[src/rtl/soc_io_responder.sv]
// Memory-mapped I/O responder for the RV32 data bus: LED, debounced SW, CYCLES counter and SCRATCH word.
// Optional feature macro SOC_IO_IRQ_EN adds a sticky switch-change interrupt output 'irq'.
module soc_io_responder #(
    parameter int WAIT_STATES     = 1,
    parameter int DEBOUNCE_CYCLES = 16
) (
    input  logic        CLK,
    input  logic        RESETN,
    input  logic [31:0] mem_addr,
    input  logic [31:0] mem_wdata,
    input  logic [3:0]  mem_wmask,
    input  logic        mem_rstrb,
    output logic [31:0] mem_rdata,
    output logic        mem_rbusy,
    output logic        mem_wbusy,
    input  logic [2:0]  SW,
    output logic [7:0]  LED
`ifdef SOC_IO_IRQ_EN
    ,
    output logic        irq
`endif
);

    localparam logic [3:0] WS_INIT = 4'(WAIT_STATES > 0 ? WAIT_STATES - 1 : 0);
    localparam int DBW = (DEBOUNCE_CYCLES > 1) ? $clog2(DEBOUNCE_CYCLES) : 1;
    localparam logic [DBW-1:0] DB_LAST = DBW'(DEBOUNCE_CYCLES - 1);

    typedef enum logic {S_IDLE, S_WAIT} state_t;

    state_t            state;
    logic [3:0]        wcnt;
    logic [31:0]       scratch;
    logic [31:0]       cycles;
    logic [2:0]        sw_s1, sw_s2, sw_deb;
    logic [DBW-1:0]    dcnt;

    logic [1:0]        lat_reg;
    logic [31:0]       lat_wdata;
    logic [3:0]        lat_wmask;
    logic              lat_wr;

    logic              sel, wr_req, accept, done, deb_load;
    logic [1:0]        op_reg;
    logic [31:0]       op_wdata;
    logic [3:0]        op_wmask;
    logic              op_wr;
    logic [31:0]       rd_val;

    wire unused_addr = &{1'b0, mem_addr[31:23], mem_addr[21:4], mem_addr[1:0]};

    function automatic logic [31:0] merge_lanes(input logic [31:0] old_v,
                                                input logic [31:0] new_v,
                                                input logic [3:0]  mask);
        logic [31:0] r;
        for (int i = 0; i < 4; i++)
            r[i*8 +: 8] = mask[i] ? new_v[i*8 +: 8] : old_v[i*8 +: 8];
        return r;
    endfunction

    assign sel      = mem_addr[22];
    assign wr_req   = |mem_wmask;
    assign accept   = (state == S_IDLE) && sel && (wr_req || mem_rstrb);
    assign done     = ((state == S_IDLE) && accept && (WAIT_STATES == 0)) ||
                      ((state == S_WAIT) && (wcnt == 4'd0));
    assign deb_load = (sw_s2 != sw_deb) && (dcnt == DB_LAST);

    // In IDLE the live bus is the operation (zero-wait); in WAIT it is the request latched at accept.
    always_comb begin
        op_reg   = lat_reg;
        op_wdata = lat_wdata;
        op_wmask = lat_wmask;
        op_wr    = lat_wr;
        if (state == S_IDLE) begin
            op_reg   = mem_addr[3:2];
            op_wdata = mem_wdata;
            op_wmask = mem_wmask;
            op_wr    = wr_req;
        end
    end

    always_comb begin
        rd_val = 32'd0;
        case (op_reg)
            2'd0: rd_val = {24'd0, LED};
            2'd1: rd_val = {29'd0, sw_deb};
            2'd2: rd_val = cycles;
            2'd3: rd_val = scratch;
            default: rd_val = 32'd0;
        endcase
    end

    always_ff @(posedge CLK) begin
        if (accept) begin
            lat_reg   <= mem_addr[3:2];
            lat_wdata <= mem_wdata;
            lat_wmask <= mem_wmask;
            lat_wr    <= wr_req;
        end
    end

    always_ff @(posedge CLK or negedge RESETN) begin
        if (!RESETN) begin
            state     <= S_IDLE;
            wcnt      <= 4'd0;
            mem_rbusy <= 1'b0;
            mem_wbusy <= 1'b0;
            mem_rdata <= 32'd0;
            LED       <= 8'd0;
            scratch   <= 32'd0;
        end else begin
            case (state)
                S_IDLE: begin
                    if (accept && (WAIT_STATES != 0)) begin
                        state     <= S_WAIT;
                        wcnt      <= WS_INIT;
                        mem_rbusy <= ~wr_req;
                        mem_wbusy <= wr_req;
                    end
                end
                S_WAIT: begin
                    if (wcnt == 4'd0) begin
                        state     <= S_IDLE;
                        mem_rbusy <= 1'b0;
                        mem_wbusy <= 1'b0;
                    end else begin
                        wcnt <= wcnt - 4'd1;
                    end
                end
                default: state <= S_IDLE;
            endcase
            // Completion: register update or read capture, same edge busy falls.
            if (done) begin
                if (op_wr) begin
                    if (op_reg == 2'd0 && op_wmask[0]) LED <= op_wdata[7:0];
                    if (op_reg == 2'd3) scratch <= merge_lanes(scratch, op_wdata, op_wmask);
                end else begin
                    mem_rdata <= rd_val;
                end
            end
        end
    end

    always_ff @(posedge CLK or negedge RESETN) begin
        if (!RESETN) cycles <= 32'd0;
        else         cycles <= cycles + 32'd1;
    end

    always_ff @(posedge CLK or negedge RESETN) begin
        if (!RESETN) begin
            sw_s1  <= 3'd0;
            sw_s2  <= 3'd0;
            sw_deb <= 3'd0;
            dcnt   <= '0;
        end else begin
            sw_s1 <= SW;
            sw_s2 <= sw_s1;
            if (sw_s2 == sw_deb) begin
                dcnt <= '0;
            end else if (deb_load) begin
                sw_deb <= sw_s2;
                dcnt   <= '0;
            end else begin
                dcnt <= dcnt + 1'b1;
            end
        end
    end

`ifdef SOC_IO_IRQ_EN
    // A change landing on the same edge as the clearing SW read keeps the flag set.
    always_ff @(posedge CLK or negedge RESETN) begin
        if (!RESETN)                                   irq <= 1'b0;
        else if (deb_load)                             irq <= 1'b1;
        else if (done && !op_wr && op_reg == 2'd1)     irq <= 1'b0;
    end
`endif

endmodule
[config.mk]
export PLATFORM = sky130hd
export DESIGN_NAME = soc_io_responder
export DESIGN_NICKNAME = d
export VERILOG_FILES = /design/src/rtl/soc_io_responder.sv
export SDC_FILE = /design/constraint.sdc
export NUM_CORES = 1
export LEC_CHECK = 0
export CAP_MARGIN = 20
export CORE_ASPECT_RATIO = 0.7
export CORE_UTILIZATION = 35
export DETAILED_ROUTE_END_ITERATION = 7
export GPL_TIMING_DRIVEN = 0
export PLACE_DENSITY = 0.53
export SETUP_SLACK_MARGIN = 0.15
export SLEW_MARGIN = 10
export SYNTH_ARGS = -nofsm -noshare
export SYNTH_HDL_FRONTEND = slang
export SYNTH_SLANG_ARGS = --single-unit
[constraint.sdc]
create_clock -name CLK -period 4.5 [get_ports CLK]
set_input_delay 0.9 -clock CLK [delete_from_list [all_inputs] [get_ports CLK]]
set_output_delay 0.9 -clock CLK [all_outputs]
set_load 0.005 [all_outputs]
* Word level (Yosys, flattened, before mapping)
Cells that the tools add are included. Widths: inputs -> output; s select.
Operators by class: $add $sub $neg 3, eq/ne operators 9, multiplexer cells 18, bitwise operators 4, reduce and logical (&&, ||, !) cells 18
Operators by type and width (count):
- $pmux 32 s4 | 1
- $add 32x1->32 const B | 1
- $mux 32 | 1
- $mux 4 | 5
- $reduce_and 4->1 | 4
- $pmux 4 s2 | 1
- $reduce_and 2->1 | 4
- $mux 1 | 6
- $pmux 1 s2 | 3
- $logic_and 1x1->1 | 5
- $add 4x1->4 const B | 1
- $eq 2x2->1 const B | 2
- $eq 4x4->1 const B | 1
- $logic_not 4->1 | 1
- $ne 2x2->1 const B | 2
- $not 1->1 | 4
- $reduce_or 4->1 | 1
- $sub 4x1->4 const B | 1
- $eq 3x3->1 | 1
- $ne 3x3->1 | 1
- $reduce_and 3->1 | 1
- $eq 2x1->1 const B | 1
- $logic_not 2->1 | 1
- $mux 2 | 1
- 2 further kinds | 2
Word-level totals: bits in registers 163, input port bits 74, output and inout port bits 42, logic and storage cells 71

* Longest topological paths before layout
depth in word-level cells 5, mapped depth 9, gate-level depth less buffers 6

* Worst setup path before layout
OpenSTA, ideal clock, no wires.
path type input port to flip-flop, from input port mem_wmask[0], to register lat_reg[0], enable pin, arrival 2.427 ns, required time 4.063 ns, slack 1.636 ns, cell stages on the path 4, path buffers 1, cells stage by stage or4_1 clkbuf_1 o211ai_1 inv_1
Between the ends: word-level cells in the longest chain between the ends 3
Ends and longest elaborated chain:
- from (decl) | RTL line 11 | input logic [3:0] mem_wmask,
- $reduce_or 4->1 | RTL line 61 | assign wr_req = |mem_wmask;
- via wr_req | RTL line 42 | logic sel, wr_req, accept, done, deb_load;
- $logic_or 1x1->1 | RTL line 62 | assign accept = (state == S_IDLE) && sel && (wr_req || mem_rstrb);
- $logic_and 1x1->1 | RTL line 62
- via accept | RTL line 42
- to (signal assigned) | RTL line 94 | lat_reg <= mem_addr[3:2];
- to (decl) | RTL line 37 | logic [1:0] lat_reg;
The timed path passes the listed nets, and every way through them passes these cells. A chain may end at the register's enable or synchronous reset.

* Final worst setup path
from input port mem_wmask[0], to register lat_wdata[24], enable pin
Between the ends: word-level cells in the longest chain between the ends 3
Ends and longest elaborated chain:
- $reduce_or 4->1 | RTL line 61
- via wr_req | RTL line 42
- $logic_or 1x1->1 | RTL line 62
- $logic_and 1x1->1 | RTL line 62
- via accept | RTL line 42
- to (signal assigned) | RTL line 95 | lat_wdata <= mem_wdata;
- to (decl) | RTL line 38 | logic [31:0] lat_wdata;
The timed path passes the listed nets, and every way through them passes these cells.

==> summary.md <==
| Metric | Value |
|---|---|
| Routability cong. | `slightly below 0.8` |
| Die Ht | `119 microns` |
| Total power | `roughly 0.0051 W` |
| CTS tree | `done` |
| Delay-heaviest family, CP | `buffers and inverters` |
| Routed wire length | `~16 mm` |
| Tmin final | `2780 ps` |
| HP Start | `sw_s1[2]` |
| Worst-path clk slew | `60 ps` |
| Pwr per Cell Area | `approximately 600 nW/um^2` |
| Post-synth EDFFs | `39` |
| Per-cell routed wire length | `about 18 microns` |
| Vias/cell | `about 5.0` |
| Mapped Area | `approximately 6800 sq um` |
| Clock power share | `slightly below 30%` |
| First-pass GRT wire length | `about 27 mm` |
| Critical Path Fanout Max | `31` |
| Comb pwr share | `between 20% and 30%` |
| Worst-path cell chain | `clkdlybuf4s50_1 -> or4_1 -> clkbuf_1 -> o211ai_1 -> inv_2 -> buf_12` |
| IO Count | `about 120` |
| Worst EP required | `approximately 4700 ps` |
| Slew @ Worst Pin | `858 ps` |
| Internal | `approximately 0.0036 W` |
| Initial Util | `35.9%` |
| Post-CTS setup buffers | `0` |
| Critical Path Sink Type | `flop` |
| Worst Hold End | `sw_s2[2]` |
| Max-slew violations | `0` |
| Pin count of the biggest net entering global routing | `71` |
| CP startpoint kind | `input port` |
| Outcome | `completed` |
| Clock skew | `about 7 ps` |
| Cells on worst reg2reg path | `4` |
| Bufs and invs on worst path | `4` |
| CTS resizes | `0` |
| Global route overflow | `0` |
| DP Wirelength | `around 12 mm` |
| Yosys synthesis warning count | `0` |
| Clock Root Buffer | `clkbuf_16` |
| Nets | `732` |
| Switching power | `~0.0015 W` |
| Register share of total power | `43.8%` |
| Die Width | `169 microns` |
| Gate Count Post-Synth | `547` |
| Crit path DAT | `approximately 3000 ps` |
| Final Hold Viols | `0` |
| Drt pass-1 iters | `4` |
| Layout cells sized above 1 | `about a tenth` |
| Clk buf depth | `2` |
| Worst path slowest cell | `or4_1` |
| Vias in the first global route | `roughly 4,700` |
| Max Clk Rate | `~0.36 GHz` |
| Period utilization | `between 60% and 70%` |
| Max-cap violations | `0` |
| Synth Net Count | `625` |
| Commonest register cell after synthesis | `dfrtp_1` |
| Reg2Reg Capture Point | `mem_rdata[2]` |
| Clock Latency Late Sink | `roughly 420 ps` |
| Setup slack, reg-to-reg | `between 2000 and 2500 ps` |
| Hold crit path type | `flop to flop` |
| N_diodes | `0` |
| Htree depth | `4` |
| CTS sink count | `163` |
| Routed Antenna Nets | `0` |
| DRC Markers | `0` |
| Tot GR Track Use | `between 15 and 20%` |
| Sw Share | `29.9%` |
| Hold Worst Slack | `approximately 350 ps` |
| CP max stage delay | `520 ps` |
| Die area | `between 20,000 and 25,000 sq um` |
| Fillers | `roughly 1,800` |
| Input/output buffers | `86` |
| Synthesis-stage register bit count | `163` |
| Synth-to-layout area growth | `27.5%` |
| RSZ-0062 raised after global routing | `no` |
| Seq/Total Area, Yosys | `between 60% and 70%` |
| Initial DRC Count | `approximately 310` |
| Cell variety after synth | `42` |
| Num rows | `between 40 and 50` |
| # hold bufs at CTS | `0` |
| Core Footprint | `19,000 sq um` |
| Endpoints failing setup | `0` |
| DR vias | `~4,600` |
| Initial antenna violation count | `0` |
| WS Path Type | `input port to flop` |
| Asr flop ratio synth | `about three quarters` |
| Mean Syn Cell Area | `12.5 sq um` |
| Worst hold path depth | `0` |
| Lkg Pwr | `~3.8 nW` |
| Peak VDD IR | `between 0.2 and 0.25 mV` |
| Num CTS Buffers | `17` |
| Worst r2r src | `state` |
| Rel. slew slack | `about two fifths` |
[cell type report]
class                           instances  area (sq um)  share of cell area (%)
Inverter                               11          41.3                   0.474
Sequential cell                       163          4270                    49.1
Clock inverter                          6          88.8                    1.02
Timing Repair Buffer                   88           910                    10.4
Clock buffer                           26           542                    6.22
Buffer                                 27           124                    1.42
Multi-Input combinational cell        346          2400                    27.5
Tap cell                              264           330                    3.79
[how the worst max path moves through the flow]
stage                       startpoint            end  slack (ps)  cells past startpoint
after floorplan           mem_wmask[0]     lat_reg[0]        1640                      4
after global placement          RESETN     scratch[2]       -2320                      1
after detailed placement  mem_wmask[0]  lat_wdata[20]        1310                      6
after CTS                 mem_wmask[0]  lat_wdata[25]        1750                      6
after global routing      mem_wmask[0]  lat_wdata[24]        1620                      6
final                     mem_wmask[0]  lat_wdata[24]        1720                      6
[power by group through the flow]
stage | clock network (W) | logic (W) | registers, W
2_1_floorplan | 0 | 0.000749 | 0.00214
3_3_place_gp | 0 | 0.00135 | 0.00226
3_5_place_dp | 0 | 0.00139 | 0.00227
4_1_cts | 0.00154 | 0.00140 | 0.00225
5_1_grt | 0.00161 | 0.00153 | 0.00230
6_report | 0.00151 | 0.00137 | 0.00225
[cell families (layout without fill, tap and decap cells)]
| family | after synthesis | after routing | synth area share, % |
|---|---|---|---|
| flops | 163 | 163 | 62.6 |
| xor+xnor | 34 | 34 | 4.36 |
| buf+inv | 38 | 158 | 2.42 |
| simple gates | 150 | 150 | 10.9 |
| fa+ha+maj | 4 | 4 | 0.733 |
| compound gates | 86 | 86 | 7.69 |
| mux | 72 | 72 | 11.4 |
[layer usage]
| metal | global-route usage (%) | vias to the layer above | wire [microns] |
|---|---|---|---|
| li1 | - | 2197 | - |
| met1 | 27.1 | 2316 | 8300 |
| met2 | 24.8 | 103 | 6940 |
| met3 | 4.49 | 18 | 843 |
| met4 | 6.02 | 0 | 231 |
| met5 | 0 | - | 0 |
[cell usage after synthesis, drive strengths merged (4+ instances only)]
library cell | instances | share of area, %
mux2 | 11 | 1.8
xnor2 | 23 | 2.9
mux2i | 58 | 8.5
o21ai | 47 | 3.4
xor2 | 11 | 1.4
inv | 11 | 0.60
nand4 | 12 | 1.1
nor4 | 4 | 0.68
nand3 | 23 | 1.7
nor3 | 6 | 0.44
ha | 4 | 0.73
dfrtp | 124 | 45
edfxtp | 39 | 17
clkbuf | 15 | 0.82
a22oi | 5 | 0.55
buf | 12 | 0.99
and4 | 5 | 0.66
nor2 | 5 | 0.27
o31ai | 25 | 2.7
nand2 | 81 | 4.5
[cells in the final DEF (no fill, tap or decap), types with 3 or more instances in the layout]
cell	n
a22oi_1	5
and3_1	3
and4_1	4
buf_2	9
buf_4	3
clkbuf_1	18
clkbuf_16	19
clkbuf_8	4
clkdlybuf4s50_1	85
dfrtp_1	124
edfxtp_1	39
ha_1	4
inv_1	10
mux2_2	11
mux2i_1	58
nand2_1	81
nand3_1	23
nand4_1	12
nor2_1	5
nor3_1	6
o211ai_1	3
o21ai_0	47
o31ai_1	25
xnor2_1	23
xor2_1	11
[stage by stage]
stage | cell area [sq um] | setup slack (ps) | instances | setup TNS [ps] | util, %
floorplan | 6830 | 1640 | 547 | 0 | -
global placement | 8020 | -2320 | 897 | -287180 | 42.2
detailed placement | 8080 | 1310 | 899 | 0 | 42.5
CTS | 8710 | 1750 | 931 | 0 | 45.8
global route | 8710 | 1620 | 931 | 0 | 45.8
finish | 8710 | 1720 | 931 | 0 | 45.8
(Power assumes the default switching activity.)
